--- src/rtl/hall_pulse_gen_if.sv ---
`default_nettype none
// ============================================================================
// Module   : hall_pulse_gen_if
// Brief    : Control/config and waveform bundle of the hall pulse generator.
// Revision : 1.0
// ============================================================================
interface hall_pulse_gen_if #(
  parameter int PERIOD_W = 16,
  parameter int COUNT_W  = 16
);
  logic                start;
  logic                stop;
  logic [PERIOD_W-1:0] period1;
  logic [PERIOD_W-1:0] period2;
  logic [COUNT_W-1:0]  count1;
  logic [COUNT_W-1:0]  count2;
  logic                m1;
  logic                m2;
  logic                busy;
  logic                done;
  logic [COUNT_W-1:0]  pulses1;
  logic [COUNT_W-1:0]  pulses2;

  modport master (
    output start, stop, period1, period2, count1, count2,
    input  m1, m2, busy, done, pulses1, pulses2
  );

  modport slave (
    input  start, stop, period1, period2, count1, count2,
    output m1, m2, busy, done, pulses1, pulses2
  );
endinterface
`default_nettype wire

--- src/rtl/hall_pulse_gen.sv ---
`default_nettype none
// ============================================================================
// Module   : hall_pulse_gen
// Brief    : Two-channel synthetic hall-sensor square-wave train generator.
// Revision : 1.0
// ============================================================================
module hall_pulse_gen #(
  parameter int PERIOD_W = 16,
  parameter int COUNT_W  = 16
) (
  input  logic              clk,
  input  logic              resetn,
  hall_pulse_gen_if.slave   bus
);

  typedef enum logic [1:0] {
    S_IDLE = 2'd0,
    S_RUN  = 2'd1,
    S_FIN  = 2'd2
  } state_t;

  state_t              r_state;
  logic                r_busy;
  logic                r_done;
  logic [PERIOD_W-1:0] r_per    [2];
  logic [PERIOD_W-1:0] r_ph     [2];
  logic [COUNT_W-1:0]  r_cnt    [2];
  logic [COUNT_W-1:0]  r_pulses [2];
  logic [1:0]          r_m;
  logic [1:0]          r_fin;

  logic [PERIOD_W-1:0] w_per_in    [2];
  logic [PERIOD_W-1:0] w_per_clamp [2];
  logic [PERIOD_W-1:0] w_ph_nxt    [2];
  logic [COUNT_W-1:0]  w_cnt_in    [2];
  logic [1:0]          w_wrap;
  logic [1:0]          w_high;
  logic [1:0]          w_rise;
  logic [1:0]          w_last;
  logic [1:0]          w_fin_nxt;

  assign w_per_in[0] = bus.period1;
  assign w_per_in[1] = bus.period2;
  assign w_cnt_in[0] = bus.count1;
  assign w_cnt_in[1] = bus.count2;

  // Phase counter only ever reaches period-1, so a full-scale period cannot overflow.
  generate
    for (genvar k = 0; k < 2; k++) begin : g_ch
      assign w_per_clamp[k] = (w_per_in[k] < PERIOD_W'(2)) ? PERIOD_W'(2) : w_per_in[k];
      assign w_wrap[k]      = (r_ph[k] == r_per[k] - PERIOD_W'(1));
      assign w_ph_nxt[k]    = w_wrap[k] ? '0 : r_ph[k] + PERIOD_W'(1);
      assign w_high[k]      = (w_ph_nxt[k] >= (r_per[k] >> 1));
      assign w_rise[k]      = (w_ph_nxt[k] == (r_per[k] >> 1));
      assign w_last[k]      = w_wrap[k] && (r_pulses[k] == r_cnt[k]);
      assign w_fin_nxt[k]   = r_fin[k] | w_last[k];
    end
  endgenerate

  always_ff @(posedge clk) begin
    if (!resetn) begin
      r_state <= S_IDLE;
      r_busy  <= 1'b0;
      r_done  <= 1'b0;
      r_m     <= '0;
      r_fin   <= '0;
      for (int k = 0; k < 2; k++) begin
        r_per[k]    <= '0;
        r_ph[k]     <= '0;
        r_cnt[k]    <= '0;
        r_pulses[k] <= '0;
      end
    end else begin
      case (r_state)
        S_IDLE: begin
          r_done <= 1'b0;
          if (bus.start && !bus.stop) begin
            r_state <= S_RUN;
            r_busy  <= 1'b1;
            r_m     <= '0;
            for (int k = 0; k < 2; k++) begin
              r_per[k]    <= w_per_clamp[k];
              r_cnt[k]    <= w_cnt_in[k];
              r_ph[k]     <= '0;
              r_pulses[k] <= '0;
              r_fin[k]    <= (w_cnt_in[k] == '0);
            end
          end
        end
        S_RUN: begin
          if (bus.stop) begin
            r_state <= S_IDLE;
            r_busy  <= 1'b0;
            r_m     <= '0;
          end else begin
            for (int k = 0; k < 2; k++) begin
              if (!r_fin[k]) begin
                r_ph[k] <= w_ph_nxt[k];
                r_m[k]  <= w_high[k] && !w_last[k];
                if (w_rise[k]) r_pulses[k] <= r_pulses[k] + COUNT_W'(1);
                if (w_last[k]) r_fin[k] <= 1'b1;
              end
            end
            if (&w_fin_nxt) begin
              r_state <= S_FIN;
              r_done  <= 1'b1;
            end
          end
        end
        S_FIN: begin
          r_state <= S_IDLE;
          r_busy  <= 1'b0;
          r_done  <= 1'b0;
        end
        default: begin
          r_state <= S_IDLE;
          r_busy  <= 1'b0;
          r_done  <= 1'b0;
          r_m     <= '0;
        end
      endcase
    end
  end

  assign bus.m1      = r_m[0];
  assign bus.m2      = r_m[1];
  assign bus.busy    = r_busy;
  assign bus.done    = r_done;
  assign bus.pulses1 = r_pulses[0];
  assign bus.pulses2 = r_pulses[1];

endmodule
`default_nettype wire

--- src/flat_wrapper.sv ---
// flat-port wrapper written by rule: the top's interface ports become plain ports
module hall_pulse_gen_flat 
#(
  parameter int PERIOD_W = 16,
  parameter int COUNT_W  = 16
)
  (clk, resetn, bus_start, bus_stop, bus_period1, bus_period2, bus_count1, bus_count2, bus_m1, bus_m2, bus_busy, bus_done, bus_pulses1, bus_pulses2);
  hall_pulse_gen_if #(.PERIOD_W(PERIOD_W), .COUNT_W(COUNT_W)) bus_i ();
  input  logic clk;
  input  logic resetn;
  input wire logic [$bits(bus_i.start)-1:0] bus_start;
  input wire logic [$bits(bus_i.stop)-1:0] bus_stop;
  input wire logic [$bits(bus_i.period1)-1:0] bus_period1;
  input wire logic [$bits(bus_i.period2)-1:0] bus_period2;
  input wire logic [$bits(bus_i.count1)-1:0] bus_count1;
  input wire logic [$bits(bus_i.count2)-1:0] bus_count2;
  output wire logic [$bits(bus_i.m1)-1:0] bus_m1;
  output wire logic [$bits(bus_i.m2)-1:0] bus_m2;
  output wire logic [$bits(bus_i.busy)-1:0] bus_busy;
  output wire logic [$bits(bus_i.done)-1:0] bus_done;
  output wire logic [$bits(bus_i.pulses1)-1:0] bus_pulses1;
  output wire logic [$bits(bus_i.pulses2)-1:0] bus_pulses2;
  assign bus_i.start = bus_start;
  assign bus_i.stop = bus_stop;
  assign bus_i.period1 = bus_period1;
  assign bus_i.period2 = bus_period2;
  assign bus_i.count1 = bus_count1;
  assign bus_i.count2 = bus_count2;
  assign bus_m1 = bus_i.m1;
  assign bus_m2 = bus_i.m2;
  assign bus_busy = bus_i.busy;
  assign bus_done = bus_i.done;
  assign bus_pulses1 = bus_i.pulses1;
  assign bus_pulses2 = bus_i.pulses2;
  hall_pulse_gen #(.PERIOD_W(PERIOD_W), .COUNT_W(COUNT_W)) u_core (.clk(clk), .resetn(resetn), .bus(bus_i));
endmodule
--- config.mk ---
export PLATFORM = sky130hd
export DESIGN_NAME = hall_pulse_gen_flat
export DESIGN_NICKNAME = d
export VERILOG_FILES = /design/src/rtl/hall_pulse_gen_if.sv /design/src/rtl/hall_pulse_gen.sv /design/src/flat_wrapper.sv
export SDC_FILE = /design/constraint.sdc
export NUM_CORES = 1
export LEC_CHECK = 0
export BUFFER_PORTS_ARGS = -buffer_cell sky130_fd_sc_hd__buf_2
export CAP_MARGIN = 25
export CORE_MARGIN = 2
export CORE_UTILIZATION = 59
export CTS_CLUSTER_SIZE = 14
export DETAILED_ROUTE_END_ITERATION = 8
export HOLD_SLACK_MARGIN = 0.15
export PLACE_DENSITY = 0.93
export SLEW_MARGIN = 25
export SYNTH_ARGS = -nofsm -noshare
export SYNTH_HDL_FRONTEND = slang
export SYNTH_SLANG_ARGS = --single-unit
--- constraint.sdc ---
create_clock -name clk -period 4.75 [get_ports clk]
set_input_delay 0.475 -clock clk [delete_from_list [all_inputs] [get_ports clk]]
set_output_delay 0.475 -clock clk [all_outputs]
set_load 0.03 [all_outputs]
* After elaboration in Yosys (flattened, before gate mapping)
Memory sizes are Yosys's and may differ from the RTL's.
Cells that the tools add are included.
** Word-level totals
- Memories :: 4
- Bits in registers :: 8
- Memory bits (read-only) :: 0
- Bits in latches :: 0
- Logic and storage cells :: 132
- Output and inout port bits :: 36
- Input bits :: 68
- Memory bits (writable) :: 128
** Cells by class
- Multiplexer cells :: 62
- Magnitude comparators :: 4
- Reductions and logical operators :: 20
- Multipliers :: 0
- Bitwise operators :: 16
- Shift-type cells :: 0
- Add/subtract/negate cells :: 6
- Eq/ne operators :: 14
- Div/mod/pow operators :: 0
** Memory list
- u_core.r_cnt :: words 2, bits a word 16, rd ports 2, clocked after memory_dff 0, write ports 2, RTL line hall_pulse_gen.sv:27 : logic [COUNT_W-1:0] r_cnt [2];
- u_core.r_per :: words 2, bits a word 16, rd ports 2, clocked after memory_dff 0, write ports 2, RTL line hall_pulse_gen.sv:25 : logic [PERIOD_W-1:0] r_per [2];
- u_core.r_ph :: words 2, bits a word 16, rd ports 2, clocked after memory_dff 0, write ports 2, RTL line hall_pulse_gen.sv:26 : logic [PERIOD_W-1:0] r_ph [2];
- u_core.r_pulses :: words 2, bits a word 16, rd ports 2, clocked after memory_dff 0, write ports 2, RTL line hall_pulse_gen.sv:28 : logic [COUNT_W-1:0] r_pulses [2];
** Operator list (count)
- 16-bit two-way mux :: 16
- 16-bit by 1-bit adder with 16-bit output, second input constant :: 4
- 16-bit equality test :: 4
- 1-bit two-way mux :: 35
- 16-bit by 15-bit equality test with 1-bit output :: 2
- 16-bit by 15-bit >= comparator with 1-bit output :: 2
- 16-bit logical NOT :: 2
- 16-bit by 2-bit less-than comparator with 1-bit output, second input constant :: 2
- 16-bit by 1-bit subtractor with 16-bit output, second input constant :: 2
- 2-bit two-way mux :: 7
- 1-bit OR :: 14
- 3-bit AND reduction :: 4
- 2-bit one-hot mux with 2 select lines :: 2
- 2-bit AND reduction :: 4
- 3-bit != test, second input constant :: 2
- 2-bit one-hot mux with 3 select lines :: 1
- 1-bit logical AND :: 5
- 2-bit != test, second input constant :: 2
- 1-bit logical NOT :: 3
- 3-bit by 2-bit != test with 1-bit output, second input constant :: 1
- 2-bit by 1-bit equality test with 1-bit output, second input constant :: 1
- 2-bit equality test, second input constant :: 1
- 2-bit logical NOT :: 1
- 2-bit by 1-bit != test with 1-bit output, second input constant :: 1
- 3 further kinds :: 4

* Longest topological paths before layout
- Depth after elaboration :: 11
- Gate-level depth with buffers :: 19

* Worst setup path before layout
No wires, ideal clock.
- Kind :: register to register
- Start point :: mem u_core.r_per[0][4]
- End point :: mem u_core.r_pulses[0][0], enable pin
- Setup time :: 0.372 ns
- Arrival :: 3.760 ns
- Setup slack :: 0.619 ns
- Required time :: 4.378 ns
- Clock period less this slack :: 4.131 ns
- Path buffers :: 3
- Cell stages (with the launch flop) :: 18
- Cell sequence :: edfxtp_1 or3_1 buf_2 or4_1 a211o_1 a21oi_1 o21bai_2 and4_1 buf_4 buf_4 nor2_1 ha_1 nand3_1 nor2_1 nand2_1 nor3_1 nand2_1 nand2_1
** RTL lines (RTL line)
- start: declaration :: hall_pulse_gen.sv:25
- end: declaration :: hall_pulse_gen.sv:28

==> key figures <==
Synthesis
  – FF+latch count, synth: 136
  – Post-synth top cells: edfxtp_1, and3_1, nor2_1
  – Post-synthesis sequential area ratio: 46.5%
  – Top_reg_cell synth: edfxtp_1
  – Yosys warning count: 0
  – Synth unique cells: 61
  – Syn avg cell area: 10.1 µm²
  – Post-Synthesis Cells: 849
  – Synth area leaders: edfxtp_1, xor2_1, xnor2_1, and3_1, ha_1
  – Asr flop ratio synth: 0%
  – Area of the mapped netlist: 8610 µm²
  – Yosys top cell area share: 44.6%
  – Syn Nets: 953
  – Post-synth EDFFs: 128
  – Leading area contributor after synthesis: edfxtp_1
  – Count leader, synth: edfxtp_1

Clocking
  – Clock H-tree levels: 4
  – CTS Hold Bufs: 0
  – Cts bufs inserted: 17
  – Clock Tree Buf Depth: 2
  – Skew-Pair Late Insertion Delay: 0.44 ns
  – Sink Count: 136
  – Clock-pin transition on the worst setup and hold timing paths: 0.06 ns
  – CTS tree: yes
  – Post-CTS setup buffer count: 0
  – Post-CTS sizing: 0
  – Root buffer cell: clkbuf_16

Finish
  – Final Cell Area: 9830 µm²
  – Share of cells above drive strength 1: 18.0%
  – Ant. Diodes: 0
  – Final core occ: 68.2%
  – Final Net Count: 1,055
  – Fill count: 996
  – Layout area overhead: 14.1%

Hold path
  – Min-Delay Path Class: primary input to flip-flop

Placement
  – Placed Area: 9300 µm²
  – Number of I/O port buffers: 103
  – Dpl hpwl: 15,500 µm
  – GP Congestion: 0.930

Routing
  – TritonRoute pass-1 iters: 5
  – Post-Route WL: 22,100 µm
  – DR WL/cell: 19.2 µm
  – DRC Markers: 0
  – Drt first-iter violations: 898
  – Final antenna-violating net count: 0
  – Via count: 7,341
  – Avg Vias per Cell: 6.39

Global route
  – Vias in the first global route: 7,058
  – Initial antenna violation count: 0
  – Largest net degree at the start of global routing: 42
  – Total track usage: 28.3%
  – Grt total ovfl: 0
  – First-pass GRT wire length: 35,000 µm

STA
  – Worst-Margin Slew: 0.892 ns
  – Setup TNS: 0 ns
  – Count of final setup violators: 0
  – Final hold vios: 0
  – Min Tclk post-route: 4.49 ns
  – Max-slew violation count: 0
  – Max Clk Rate: 223 MHz
  – Period utilisation layout: 94.5%
  – Clock Skews: 0.0106 ns
  – Worst slew margin: 40.0%
  – RSZ-0062 raised after global routing: no

Setup path
  – Setup CP Type: flip-flop to flip-flop
  – CP Launch Type: flip-flop
  – Crit path capture type: flip-flop
  – CP arrival: 4.57 ns
  – Crit Path Max Fanout: 25
  – Critical path data required time: 4.83 ns

Die
  – IO Count: 104
  – Die area: 15,600 µm²
  – Die Ht: 125 µm
  – Die width: 125 µm
  – Core Area: 14,400 µm²
  – Initial Util: 59.7%
  – Rows: 44

Pwr
  – PwrDens: 320 nW/µm²
  – Peak VDD IR: 0.294 mV
  – Leakage dissipation: 4.12 nW

Flow run
  – Max cap viols: 0

Outcome
  – Status: finished clean
## layer usage
metal / global-route usage (%) / up-vias / wire length [µm]
met3: 5.88 / 77 / 2150
li1: - / 3314 / -
met1: 35.7 / 3459 / 8560
met2: 48.1 / 491 / 10800
met4: 10.5 / 0 / 577
met5: 0 / - / 0
## sequential cells by signal, indices dropped and copies added, names as in the netlist
signal	cells
u_core.r_ph	32
u_core.r_m	2
u_core.r_cnt	32
u_core.r_per	32
u_core.r_fin	2
u_core.bus.busy	1
u_core.r_state	2
u_core.r_pulses	32
u_core.bus.done	1
## final cells by class
cell class,count,area [µm²],share of cell area (%)
Timing Repair Buffer,114,598,6.08
Tap cell,184,230,2.34
Inverter,41,154,1.57
Sequential cell,136,4000,40.7
Clock buffer,20,447,4.54
Multi-Input combinational cell,641,4320,43.9
Clock inverter,12,80.1,0.814
## worst paths after layout
path                       start                      to  cells after the start  slack [ns]
max reg2reg  u_core.r_per[0][25]  u_core.r_pulses[0][30]                     11        0.26
max          u_core.r_per[0][25]  u_core.r_pulses[0][30]                     11        0.26
min               bus_period1[3]      u_core.r_per[0][3]                      2        0.36
min reg2reg    u_core.r_state[1]         u_core.bus.busy                      1        0.50
## logic make-up after synthesis
group,Yosys count,synth area share (%)
XOR/XNOR,128,13.0
adder cells (fa/ha/maj),36,5.23
AO/OA/AOI/OAI,86,7.04
multiplexers,4,0.465
AND/OR/NAND/NOR,387,24.2
flip-flops,136,46.5
buffers and inverters,72,3.54
## critical path, stage by stage, from the launching register on
cell,delay (ns)
edfxtp_1,0.50
nor4_2,0.57
nand4_1,0.23
xnor2_1,0.21
o21ai_1,0.13
nor4_1,0.45
o211a_4,0.42
nor2_1,0.10
ha_1,0.32
nand4_1,0.12
nor4_1,0.53
a31o_2,0.55
## through the flow
step	worst slack [ns]	total power, mW	hold slack (ns)	instances
floorplan	0.619	1.80	0.444	849
global placement	0.414	1.92	0.477	1116
detailed placement	0.228	1.95	0.496	1116
CTS	0.200	3.13	0.349	1148
global route	0.0436	3.24	0.360	1148
finish	0.260	3.15	0.357	1148
## where the power goes
group	switching [mW]	internal [mW]
Clock	0.529	0.676
Sequential	0.0956	1.39
Combinational	0.268	0.188
## cell usage in the layout, fill, tap and decap left out, types with 4 or more instances in the layout
cell / n
edfxtp_1: 128
buf_2: 103
and3_1: 82
nor2_1: 78
xor2_1: 67
xnor2_1: 61
nor3_1: 42
inv_1: 40
nand3_1: 38
nand2_1: 37
ha_1: 36
nor4_1: 26
nand4_1: 24
a21oi_1: 20
clkbuf_16: 17
nor2_2: 11
buf_4: 11
nor2b_1: 10
o21ai_0: 10
a21o_1: 10
and2_1: 8
dfxtp_1: 8
and4_1: 6
or3_1: 5
o21a_1: 5
mux2i_1: 4
a31o_2: 4
o31ai_1: 4
nor3b_1: 4
a31oi_1: 4
or2_2: 4
o21ai_1: 4
clkinv_2: 4
clkinvlp_4: 4
Note: power is estimated with default switching activity, not from simulation.
